--- config.mk ---
export PLATFORM = sky130hd
export DESIGN_NAME = wm_cycle_sequencer
export DESIGN_NICKNAME = d
export VERILOG_FILES = /design/src/rtl/appliance_pkg.sv /design/src/rtl/tick_prescaler.sv /design/src/rtl/wm_cycle_sequencer.sv
export SDC_FILE = /design/constraint.sdc
export NUM_CORES = 1
export LEC_CHECK = 0
export ABC_AREA = 1
export CELL_PAD_IN_SITES_DETAIL_PLACEMENT = 2
export CELL_PAD_IN_SITES_GLOBAL_PLACEMENT = 2
export CORE_MARGIN = 2
export CORE_UTILIZATION = 28
export CTS_BUF_LIST = sky130_fd_sc_hd__clkbuf_8
export CTS_CLUSTER_DIAMETER = 200
export CTS_CLUSTER_SIZE = 28
export DETAILED_ROUTE_END_ITERATION = 8
export PLACE_DENSITY = 0.89
export SLEW_MARGIN = 15
export SYNTH_ARGS = -nofsm -noshare
export SYNTH_HDL_FRONTEND = slang
export SYNTH_SLANG_ARGS = --single-unit
--- constraint.sdc ---
create_clock -name clk -period 1.8 [get_ports clk]
set_input_delay 0.36 -clock clk [delete_from_list [all_inputs] [get_ports clk]]
set_output_delay 0.36 -clock clk [all_outputs]
set_load 0.03 [all_outputs]
--- src/rtl/appliance_pkg.sv ---
// Shared appliance-controller definitions: phase codes, setting width and
// the heavy-load threshold used by the washing-machine sequencer.
package appliance_pkg;

  localparam int unsigned DW         = 5;
  localparam int unsigned HEAVY_LOAD = 20;

  typedef enum logic [2:0] {
    PH_IDLE   = 3'd0,
    PH_WASH   = 3'd1,
    PH_RINSE  = 3'd2,
    PH_SPIN   = 3'd3,
    PH_DONE   = 3'd4,
    PH_DRAIN  = 3'd5,
    PH_RINSE2 = 3'd6
  } phase_e;

endpackage

--- src/rtl/tick_prescaler.sv ---
// Divides clk down to one-cycle duration-unit ticks.
// Ports:
//   clk, rst_n : clock, synchronous active-low reset
//   clear      : restart the count at 0 (wins over hold)
//   hold       : freeze the count
//   tick       : high while the count sits at TICK_DIV-1
module tick_prescaler #(
  parameter int unsigned TICK_DIV = 10
) (
  input  logic clk,
  input  logic rst_n,
  input  logic clear,
  input  logic hold,
  output logic tick
);

  localparam int unsigned CW = $clog2(TICK_DIV);

  logic [CW-1:0] count;

  assign tick = (count == CW'(TICK_DIV - 1));

  // Count register: clear > hold > wrap/increment
  always_ff @(posedge clk) begin
    if (!rst_n) begin
      count <= '0;
    end else if (clear) begin
      count <= '0;
    end else if (!hold) begin
      count <= tick ? '0 : count + CW'(1);
    end
  end

endmodule

--- src/rtl/wm_cycle_sequencer.sv ---
// Washing-machine cycle sequencer: runs WASH, RINSE, [RINSE2], SPIN from
// latched durations, skipping zero-length phases, with pause and abort/drain.
// Optional feature macro: WM_EXTRA_RINSE_EN adds RINSE2 for heavy loads.
// Ports:
//   clk, rst_n                       : clock, synchronous active-low reset
//   start, pause, abort              : cycle control
//   wash_time, rinse_time, spin_time : phase durations in ticks
//   cloth                            : load level, 0 = empty drum
//   phase, remaining                 : current phase code and ticks left
//   water_valve, drain_valve, motor_en : actuator enables
//   busy, done, error                : status; done/error are one-cycle pulses
module wm_cycle_sequencer #(
  parameter int unsigned TICK_DIV = 10,
  parameter int unsigned DW       = appliance_pkg::DW
) (
  input  logic          clk,
  input  logic          rst_n,
  input  logic          start,
  input  logic          pause,
  input  logic          abort,
  input  logic [DW-1:0] wash_time,
  input  logic [DW-1:0] rinse_time,
  input  logic [DW-1:0] spin_time,
  input  logic [DW-1:0] cloth,
  output logic [2:0]    phase,
  output logic [DW-1:0] remaining,
  output logic          water_valve,
  output logic          drain_valve,
  output logic          motor_en,
  output logic          busy,
  output logic          done,
  output logic          error
);

  import appliance_pkg::*;

  phase_e        state, state_nxt;
  logic [DW-1:0] remaining_nxt;
  logic [DW-1:0] wash_q, rinse_q, spin_q;
  logic          heavy;
  logic          heavy_start;
  logic          accept;
  logic          tick, presc_clear, presc_hold;
  logic          frozen;
  logic          error_nxt;
  logic          water_nxt, drain_nxt, motor_nxt;

  // Position of a phase in the run order; 0 means "before the first phase"
  function automatic logic [2:0] order_of(input phase_e p);
    case (p)
      PH_WASH:   order_of = 3'd1;
      PH_RINSE:  order_of = 3'd2;
      PH_RINSE2: order_of = 3'd3;
      PH_SPIN:   order_of = 3'd4;
      default:   order_of = 3'd0;
    endcase
  endfunction

  // First phase after position 'after' with a nonzero duration, else DONE
  function automatic phase_e pick_phase(input logic [2:0] after,
                                        input logic [DW-1:0] w,
                                        input logic [DW-1:0] r,
                                        input logic [DW-1:0] s,
                                        input logic r2);
    if (after < 3'd1 && w != '0)      pick_phase = PH_WASH;
    else if (after < 3'd2 && r != '0) pick_phase = PH_RINSE;
    else if (after < 3'd3 && r2)      pick_phase = PH_RINSE2;
    else if (after < 3'd4 && s != '0) pick_phase = PH_SPIN;
    else                              pick_phase = PH_DONE;
  endfunction

  function automatic logic [DW-1:0] dur_of(input phase_e p,
                                           input logic [DW-1:0] w,
                                           input logic [DW-1:0] r,
                                           input logic [DW-1:0] s);
    case (p)
      PH_WASH:            dur_of = w;
      PH_RINSE, PH_RINSE2: dur_of = r;
      PH_SPIN:            dur_of = s;
      PH_DRAIN:           dur_of = DW'(1);
      default:            dur_of = '0;
    endcase
  endfunction

  assign accept = start && (cloth != '0);

`ifdef WM_EXTRA_RINSE_EN
  logic heavy_q;
  // RINSE2 only makes sense when there is a rinse duration to repeat
  assign heavy_start = (cloth >= DW'(HEAVY_LOAD)) && (rinse_time != '0);
  assign heavy       = heavy_q;

  always_ff @(posedge clk) begin
    if (!rst_n) begin
      heavy_q <= 1'b0;
    end else if (state == PH_IDLE && accept) begin
      heavy_q <= heavy_start;
    end
  end
`else
  assign heavy_start = 1'b0;
  assign heavy       = 1'b0;
`endif

  tick_prescaler #(
    .TICK_DIV (TICK_DIV)
  ) u_prescaler (
    .clk   (clk),
    .rst_n (rst_n),
    .clear (presc_clear),
    .hold  (presc_hold),
    .tick  (tick)
  );

  // Next-state, remaining and actuator decode
  always_comb begin
    state_nxt     = state;
    remaining_nxt = remaining;
    presc_clear   = 1'b0;
    presc_hold    = 1'b0;
    frozen        = 1'b0;
    error_nxt     = 1'b0;
    water_nxt     = 1'b0;
    drain_nxt     = 1'b0;
    motor_nxt     = 1'b0;

    case (state)
      PH_IDLE: begin
        presc_clear = 1'b1;
        if (start) begin
          if (cloth == '0) begin
            error_nxt = 1'b1;
          end else begin
            state_nxt     = pick_phase(3'd0, wash_time, rinse_time, spin_time,
                                       heavy_start);
            remaining_nxt = dur_of(state_nxt, wash_time, rinse_time, spin_time);
          end
        end
      end
      PH_DONE: begin
        presc_clear = 1'b1;
        state_nxt   = PH_IDLE;
      end
      PH_DRAIN: begin
        if (tick) begin
          state_nxt     = PH_IDLE;
          remaining_nxt = '0;
          presc_clear   = 1'b1;
        end
      end
      default: begin
        if (abort) begin
          state_nxt     = PH_DRAIN;
          remaining_nxt = DW'(1);
          presc_clear   = 1'b1;
        end else if (pause) begin
          presc_hold = 1'b1;
          frozen     = 1'b1;
        end else if (tick) begin
          if (remaining <= DW'(1)) begin
            state_nxt     = pick_phase(order_of(state), wash_q, rinse_q, spin_q,
                                       heavy);
            remaining_nxt = dur_of(state_nxt, wash_q, rinse_q, spin_q);
            presc_clear   = 1'b1;
          end else begin
            remaining_nxt = remaining - DW'(1);
          end
        end
      end
    endcase

    if (!frozen) begin
      water_nxt = (state_nxt == PH_WASH) || (state_nxt == PH_RINSE) ||
                  (state_nxt == PH_RINSE2);
      motor_nxt = water_nxt || (state_nxt == PH_SPIN);
      drain_nxt = (state_nxt == PH_SPIN) || (state_nxt == PH_DRAIN);
    end
  end

  // State, settings and registered outputs
  always_ff @(posedge clk) begin
    if (!rst_n) begin
      state       <= PH_IDLE;
      remaining   <= '0;
      wash_q      <= '0;
      rinse_q     <= '0;
      spin_q      <= '0;
      water_valve <= 1'b0;
      drain_valve <= 1'b0;
      motor_en    <= 1'b0;
      busy        <= 1'b0;
      done        <= 1'b0;
      error       <= 1'b0;
    end else begin
      state       <= state_nxt;
      remaining   <= remaining_nxt;
      water_valve <= water_nxt;
      drain_valve <= drain_nxt;
      motor_en    <= motor_nxt;
      busy        <= (state_nxt != PH_IDLE);
      done        <= (state_nxt == PH_DONE);
      error       <= error_nxt;
      if (state == PH_IDLE && accept) begin
        wash_q  <= wash_time;
        rinse_q <= rinse_time;
        spin_q  <= spin_time;
      end
    end
  end

  assign phase = 3'(state);

endmodule

== Yosys cells after proc, flatten, opt, wreduce, memory -nomap -nowiden ==
Index checks and enable logic that the tools add are counted.

* Add/subtract/negate cells: 2
* Magnitude comparators: 4
* Eq/ne operators: 27
* Multiplexer cells: 49
* Bitwise operators: 2
* Reductions and logical operators: 28

{| class="wikitable"
|+ Operators by type and width
! operator !! count
|-
| two-way mux 3 bit || 26
|-
| one-hot mux 5 bit (4 select lines) || 2
|-
| two-way mux 5 bit || 7
|-
| nonzero test 5 bit || 7
|-
| equality test 3 bit (second input constant) || 10
|-
| equality test 3 x 2 -> 1 bit (second input constant) || 8
|-
| one-hot mux 5 bit (3 select lines) || 1
|-
| equality test 3 x 1 -> 1 bit (second input constant) || 4
|-
| one-hot mux 3 bit (4 select lines) || 1
|-
| OR reduction 2 bit || 5
|-
| two-way mux 1 bit || 9
|-
| one-hot mux 3 bit (3 select lines) || 1
|-
| AND reduction 6 bit || 1
|-
| nonzero test 3 bit || 2
|-
| less-or-equal comparator 5 x 1 -> 1 bit (second input constant) || 1
|-
| logical AND 1 bit || 5
|-
| logical NOT 5 bit || 1
|-
| subtractor 5 x 1 -> 5 bit (second input constant) || 1
|-
| adder 4 x 1 -> 4 bit (second input constant) || 1
|-
| equality test 4 bit (second input constant) || 1
|-
| logical OR 1 bit || 4
|-
| two-way mux 4 bit || 1
|-
| != test 2 bit (second input constant) || 2
|-
| != test 4 x 1 -> 1 bit (second input constant) || 1
|-
| 9 further kinds || 10
|}

* Bits in registers: 33
* Bits of input ports: 25
* Output and inout port bits: 14
* Logic and storage cells: 124

== Longest topological paths before layout ==
* Word-level depth: 26
* Gate-level depth with buffers: 13
* Mapped depth without buffers: 13

== Hierarchy ==
A second synthesis with hierarchy kept.

* Cells, all modules: 317
* Area, all modules: 2072.0 um^2

{| class="wikitable"
|+ By module, submodules not included
! module !! instances !! cells an instance !! area an instance (um^2) !! seq. area each (um^2)
|-
| wm_cycle_sequencer || 1 || 285 || 1853.0 || 580.6
|-
| tick_prescaler || 1 || 32 || 219.0 || 80.1
|}

== Worst setup path after synthesis ==
No wires, ideal clock.

* Path kind: reg-to-reg
* From: register remaining[0]
* To: register water_valve
* Library setup time: 0.112 ns
* Arrival time: 1.631 ns
* Data required time: 1.688 ns
* Path slack: 0.057 ns
* Stages on the path, launching flop included: 11
* Buffers on the path: 0
* Path through: dfxtp_1 ha_1 nand2_1 a21oi_4 nand2_1 inv_1 nand2_1 a21oi_2 nand2_1 nand2_1 nor2_1

* Cells in the longest elaborated chain, start to end: 9

{| class="wikitable"
|+ RTL lines
! what !! RTL line !! source
|-
| start, declared || wm_cycle_sequencer.sv:26 || <nowiki>output logic [DW-1:0] remaining,</nowiki>
|-
| start signal, assigned || wm_cycle_sequencer.sv:196 || <nowiki>remaining <= remaining_nxt;</nowiki>
|-
| less-or-equal comparator 5 x 1 -> 1 bit * || wm_cycle_sequencer.sv:160 || <nowiki>if (remaining <= DW'(1)) begin</nowiki>
|-
| two-way mux 3 bit * || wm_cycle_sequencer.sv:160 ||
|-
| two-way mux 3 bit * || wm_cycle_sequencer.sv:159 || <nowiki>end else if (tick) begin</nowiki>
|-
| two-way mux 3 bit * || wm_cycle_sequencer.sv:156 || <nowiki>end else if (pause) begin</nowiki>
|-
| two-way mux 3 bit * || wm_cycle_sequencer.sv:152 || <nowiki>if (abort) begin</nowiki>
|-
| one-hot mux 3 bit (3 select lines) * || wm_cycle_sequencer.sv:127 || <nowiki>case (state)</nowiki>
|-
| equality test 3 x 1 -> 1 bit / equality test 3 x 2 -> 1 bit (equally long branches) || wm_cycle_sequencer.sv:173 || <nowiki>water_nxt = (state_nxt == PH_WASH) || (state_nxt == PH_RINSE) ||</nowiki>
|-
| logical OR 1 bit || wm_cycle_sequencer.sv:173 ||
|-
| logical OR 1 bit * || wm_cycle_sequencer.sv:173 ||
|-
| end signal, assigned || wm_cycle_sequencer.sv:197 || <nowiki>water_valve <= water_nxt;</nowiki>
|-
| end, declared || wm_cycle_sequencer.sv:27 || <nowiki>output logic water_valve,</nowiki>
|}

Mark *: on every way between the ends. The rest lies on a longest branch, timed or not.
A chain may end at the register's enable or synchronous reset.

== Final worst setup path ==
* From: register state[1], in the netlist phase[1]
* To: register busy

* Cells in the longest elaborated chain, start to end: 23

{| class="wikitable"
|+ RTL lines
! what !! RTL line !! source
|-
| start, declared || wm_cycle_sequencer.sv:37 || <nowiki>phase_e state, state_nxt;</nowiki>
|-
| start signal, assigned || wm_cycle_sequencer.sv:195 || <nowiki>state <= state_nxt;</nowiki>
|-
| equality test 3 x 2 -> 1 bit (tied with other cells) || wm_cycle_sequencer.sv:50 || <nowiki>case (p)</nowiki>
|-
| one-hot mux 3 bit (4 select lines) || wm_cycle_sequencer.sv:50 ||
|-
| two-way mux 3 bit || wm_cycle_sequencer.sv:160 ||
|-
| two-way mux 3 bit || wm_cycle_sequencer.sv:159 ||
|-
| two-way mux 3 bit || wm_cycle_sequencer.sv:156 ||
|-
| two-way mux 3 bit || wm_cycle_sequencer.sv:152 ||
|-
| two-way mux 3 bit || wm_cycle_sequencer.sv:127 ||
|-
| < comparator 3 bit || wm_cycle_sequencer.sv:68 || <nowiki>else if (after < 3'd4 && s != '0) pick_phase = PH_SPIN;</nowiki>
|-
| [7 not listed] || n/a ||
|-
| two-way mux 3 bit || wm_cycle_sequencer.sv:152 ||
|-
| two-way mux 3 bit || wm_cycle_sequencer.sv:127 ||
|-
| two-way mux 3 bit || wm_cycle_sequencer.sv:160 ||
|-
| two-way mux 3 bit || wm_cycle_sequencer.sv:159 ||
|-
| two-way mux 3 bit || wm_cycle_sequencer.sv:156 ||
|-
| two-way mux 3 bit || wm_cycle_sequencer.sv:152 ||
|-
| one-hot mux 3 bit (3 select lines) * || wm_cycle_sequencer.sv:127 ||
|-
| nonzero test 3 bit * || wm_cycle_sequencer.sv:200 || <nowiki>busy <= (state_nxt != PH_IDLE);</nowiki>
|-
| end signal, assigned || wm_cycle_sequencer.sv:200 ||
|-
| end, declared || wm_cycle_sequencer.sv:30 || <nowiki>output logic busy,</nowiki>
|}

Mark *: on every way between the ends. The rest lies on a longest branch, timed or not. The select of a mux whose other input is x is not followed.

==> metrics.md <==
| Metric | Value |
|---|---|
| Status | `complete, but fails checks` |
| Failing checks | `negative setup slack` |
| GRT Util Overall | `0.2683` |
| Crit path to | `busy` |
| Logic pwr share | `0.451` |
| Clock buffer depth | `2` |
| Hold_buf cts | `0` |
| #FFs+latches synth | `33` |
| Compound-Gate Fraction of Synth Area | `0.1630` |
| Metal3 WL | `304 microns` |
| Port Buf Inserts | `38` |
| CP Max Fanout | `5` |
| Net Switching | `roughly 0.0014 W` |
| Final cycle utilization of the critical path | `1.015` |
| Die W | `between 80 and 90 microns` |
| Setup TNS | `-60.80 ps` |
| Pin count of the biggest net entering global routing | `24` |
| # setup viols final | `4` |
| Yosys warns | `0` |
| Drt initial violations | `~90` |
| Reg clk slew, reported paths | `90 ps` |
| Nets | `around 430` |
| Synth Cell Area | `between 0.002 and 0.0025 sq mm` |
| Switching share of total power | `0.4386` |
| Sequential power share | `0.304` |
| P_leak | `about 1.5 nW` |
| Metal2 WL | `slightly below 6000 microns` |
| Via count | `2586` |
| Top Layer Used | `met4` |
| I/O Pins | `39` |
| Post-synthesis mux area share | `0` |
| Synth Instances | `approximately 320` |
| Max cap viols | `0` |
| DRT Wirelength | `around 11000 microns` |
| Final hold violation count | `0` |
| Post-synthesis simple-gate area fraction | `0.3879` |
| Vert. Die Dim | `about 90 microns` |
| Ratio of cells with drive above 1 in the final layout | `0.3136` |
| # clock sinks | `33` |
| Gpl congestion | `~0.84` |
| Grt ovf | `0` |
| H-Tree Depth | `2` |
| Post-route ant nets | `0` |
| Final HPWL DP | `roughly 6600 microns` |
| Synth Area in Adders | `0.01249` |
| Crit path required time | `2000 ps` |
| R2R Path Start | `phase[1]` |
| First-pass GRT wire length | `roughly 16000 microns` |
| Number of vias per cell | `~5.2` |
| Initial antenna violation count | `0` |
| Post-synth top area cell | `dfxtp_1` |
| Flop2flop setup slack | `-30 ps` |
| Starting density of the core | `0.2916` |
| WP data arrival | `between 2000 and 2500 ps` |
| Setup ws final | `-26.14 ps` |
| Syn_nets | `roughly 350` |
| Vias in the first global route | `2772` |
| Fill cells | `800` |
| Hold Path Class | `primary input to register` |
| Max_slew headroom | `0.7532` |
| Cell Rows | `30` |
| Max Freq | `approximately 550 MHz` |
| Critical path class | `register to register` |
| Worst skew pair latency | `320 ps` |
| Final min period | `between 1500 and 2000 ps` |
| DR pass1 iterations | `4` |
| Clock power share | `0.245` |
| Crit path launch type | `register` |
| Wire per inst | `about 22 microns` |
| Clk_skew | `15.10 ps` |
| Pwr dens | `998.0 mW/mm^2` |
| P&R area growth vs syn | `55.40%` |
| Peak VDD IR | `357.9 uV` |
| Root Driver | `clkbuf_8` |
| Worst reg-to-reg path cell count | `12` |
| CP Capture Type | `register` |
| Distinct cells, synth | `27` |
| Worst R2R End | `busy` |
| Post-Synth XOR/XNOR Area | `0.008745` |
| CTS tree | `built` |
| Die Area | `between 0.007 and 0.008 sq mm` |
| Core Box Area | `0.006869 sq mm` |
| Syn avg cell area | `6.221 sq um` |
| N_diodes | `0` |
| Post-synthesis sequential area ratio | `0.3298` |
| Largest family of logic cells by synthesized area | `simple AND/OR/NAND/NOR gates` |
| Fin Hold WS | `roughly 460 ps` |
| Final Max Tran Viols | `0` |
| DRT met1 WL | `4529 microns` |
| Residual DRC | `0` |
| Area contributors post-synth | `dfxtp_1, nand2_1, inv_1` |
| Total CTS buffers | `5` |
| Yosys top cell area share | `0.3298` |
| Critical Path Source | `phase[1]` |
| Pint | `0.001744 W` |
| Worst Tran Pin Value | `approximately 370 ps` |
## registers in the layout, indices dropped and copies added (netlist names)
register           cells
error                  1
remaining              5
motor_en               1
water_valve            1
spin_q                 5
u_prescaler.count      4
rinse_q                5
done                   1
busy                   1
wash_q                 5
drain_valve            1
phase                  3
## layer usage
metal  vias up  global-route usage
li1       1193                   -
met1      1294              0.3200
met2        64              0.4969
met3        35             0.03265
met4         0             0.08678
met5         -                   0
## power by group through the flow
stage	Sequential [W]	Clock, W	Combinational, W
floorplan	0.000995	0	0.000605
global placement	0.000921	0	0.00109
CTS	0.000920	0.000756	0.00123
finish	0.000943	0.000761	0.00140
global route	0.000951	0.000792	0.00151
detailed placement	0.000927	0	0.00115
## cell families after synthesis
logic type	Yosys count
AND/OR/NAND/NOR	171
flip-flops	33
buffers and inverters	52
AO/OA/AOI/OAI	62
XOR/XNOR	2
adder cells (fa/ha/maj)	2
## worst min-delay path by stage
stage	cells after the start	to	startpoint
2_1_floorplan	2	u_prescaler.count[1]	u_prescaler.count[1]
3_3_place_gp	2	u_prescaler.count[1]	u_prescaler.count[1]
3_5_place_dp	2	u_prescaler.count[1]	u_prescaler.count[1]
4_1_cts	2	u_prescaler.count[1]	u_prescaler.count[1]
5_1_grt	4	rinse_q[3]	rinse_time[3]
6_report	4	rinse_q[3]	rinse_time[3]
## synthesized netlist by cell type, drive strengths merged
cell / instances
nand2: 87
nor2: 49
inv: 48
a21oi: 33
dfxtp: 33
o21ai: 28
nand3: 19
nand4: 5
nor3: 5
nand3b: 3
buf: 2
clkbuf: 2
ha: 2
xor2: 2
a31oi: 1
nor3b: 1
nor4: 1
or2: 1
## repair_timing
action / in CTS / in global routing
setup buffers: 2 / 6
gates resized for setup: 21 / 66
pin swaps: 11 / 18
setup endpoints to repair: 16 / 16
## cells in the final DEF, fill, tap and decap left out, drive strengths merged, types with 5 or more instances in the layout
master,instances
nand4,5
clkbuf,5
nand2,87
a21oi,33
nor2,49
dfxtp,33
o21ai,28
clkdlybuf4s50,22
dlymetal6s2s,10
dlygate4sd2,6
nor3,5
inv,47
buf,41
nand3,19
## worst max-delay path: stages, from the launching register on
cell and delay [ps]:
dfxtp_4 390, nor2_4 210, inv_2 90, nand2_4 100
nand2_4 100, nand2_1 170, nand2_1 90, nand3_2 90
nand2_2 80, inv_2 100, nand2_2 90, nor2_1 120
nor2_1 60
## stage by stage
step / utilization / worst slack, ps / power (W) / area, sq um / std cells
detailed placement: 0.3982 / -335.3 / 0.002074 / 2735 / 485
global route: 0.4532 / -117.4 / 0.003251 / 3113 / 501
floorplan: - / 56.84 / 0.001600 / 2003 / 322
CTS: 0.4209 / 5.320 / 0.002907 / 2892 / 495
finish: 0.4532 / -26.14 / 0.003107 / 3113 / 501
global placement: 0.3982 / -283.8 / 0.002007 / 2735 / 485
## area by class of cell
cell class / instances / area (sq um) / area share
inverter: 48 / 186.4 / 0.05989
clock inverter: 3 / 46.29 / 0.01487
timing repair buffer: 79 / 709.4 / 0.2279
multi-input combinational: 237 / 1301 / 0.4180
sequential: 33 / 680.7 / 0.2186
clock buffer: 5 / 68.82 / 0.02211
tap: 96 / 120.1 / 0.03859
Note: power is estimated with default switching activity, not from simulation.
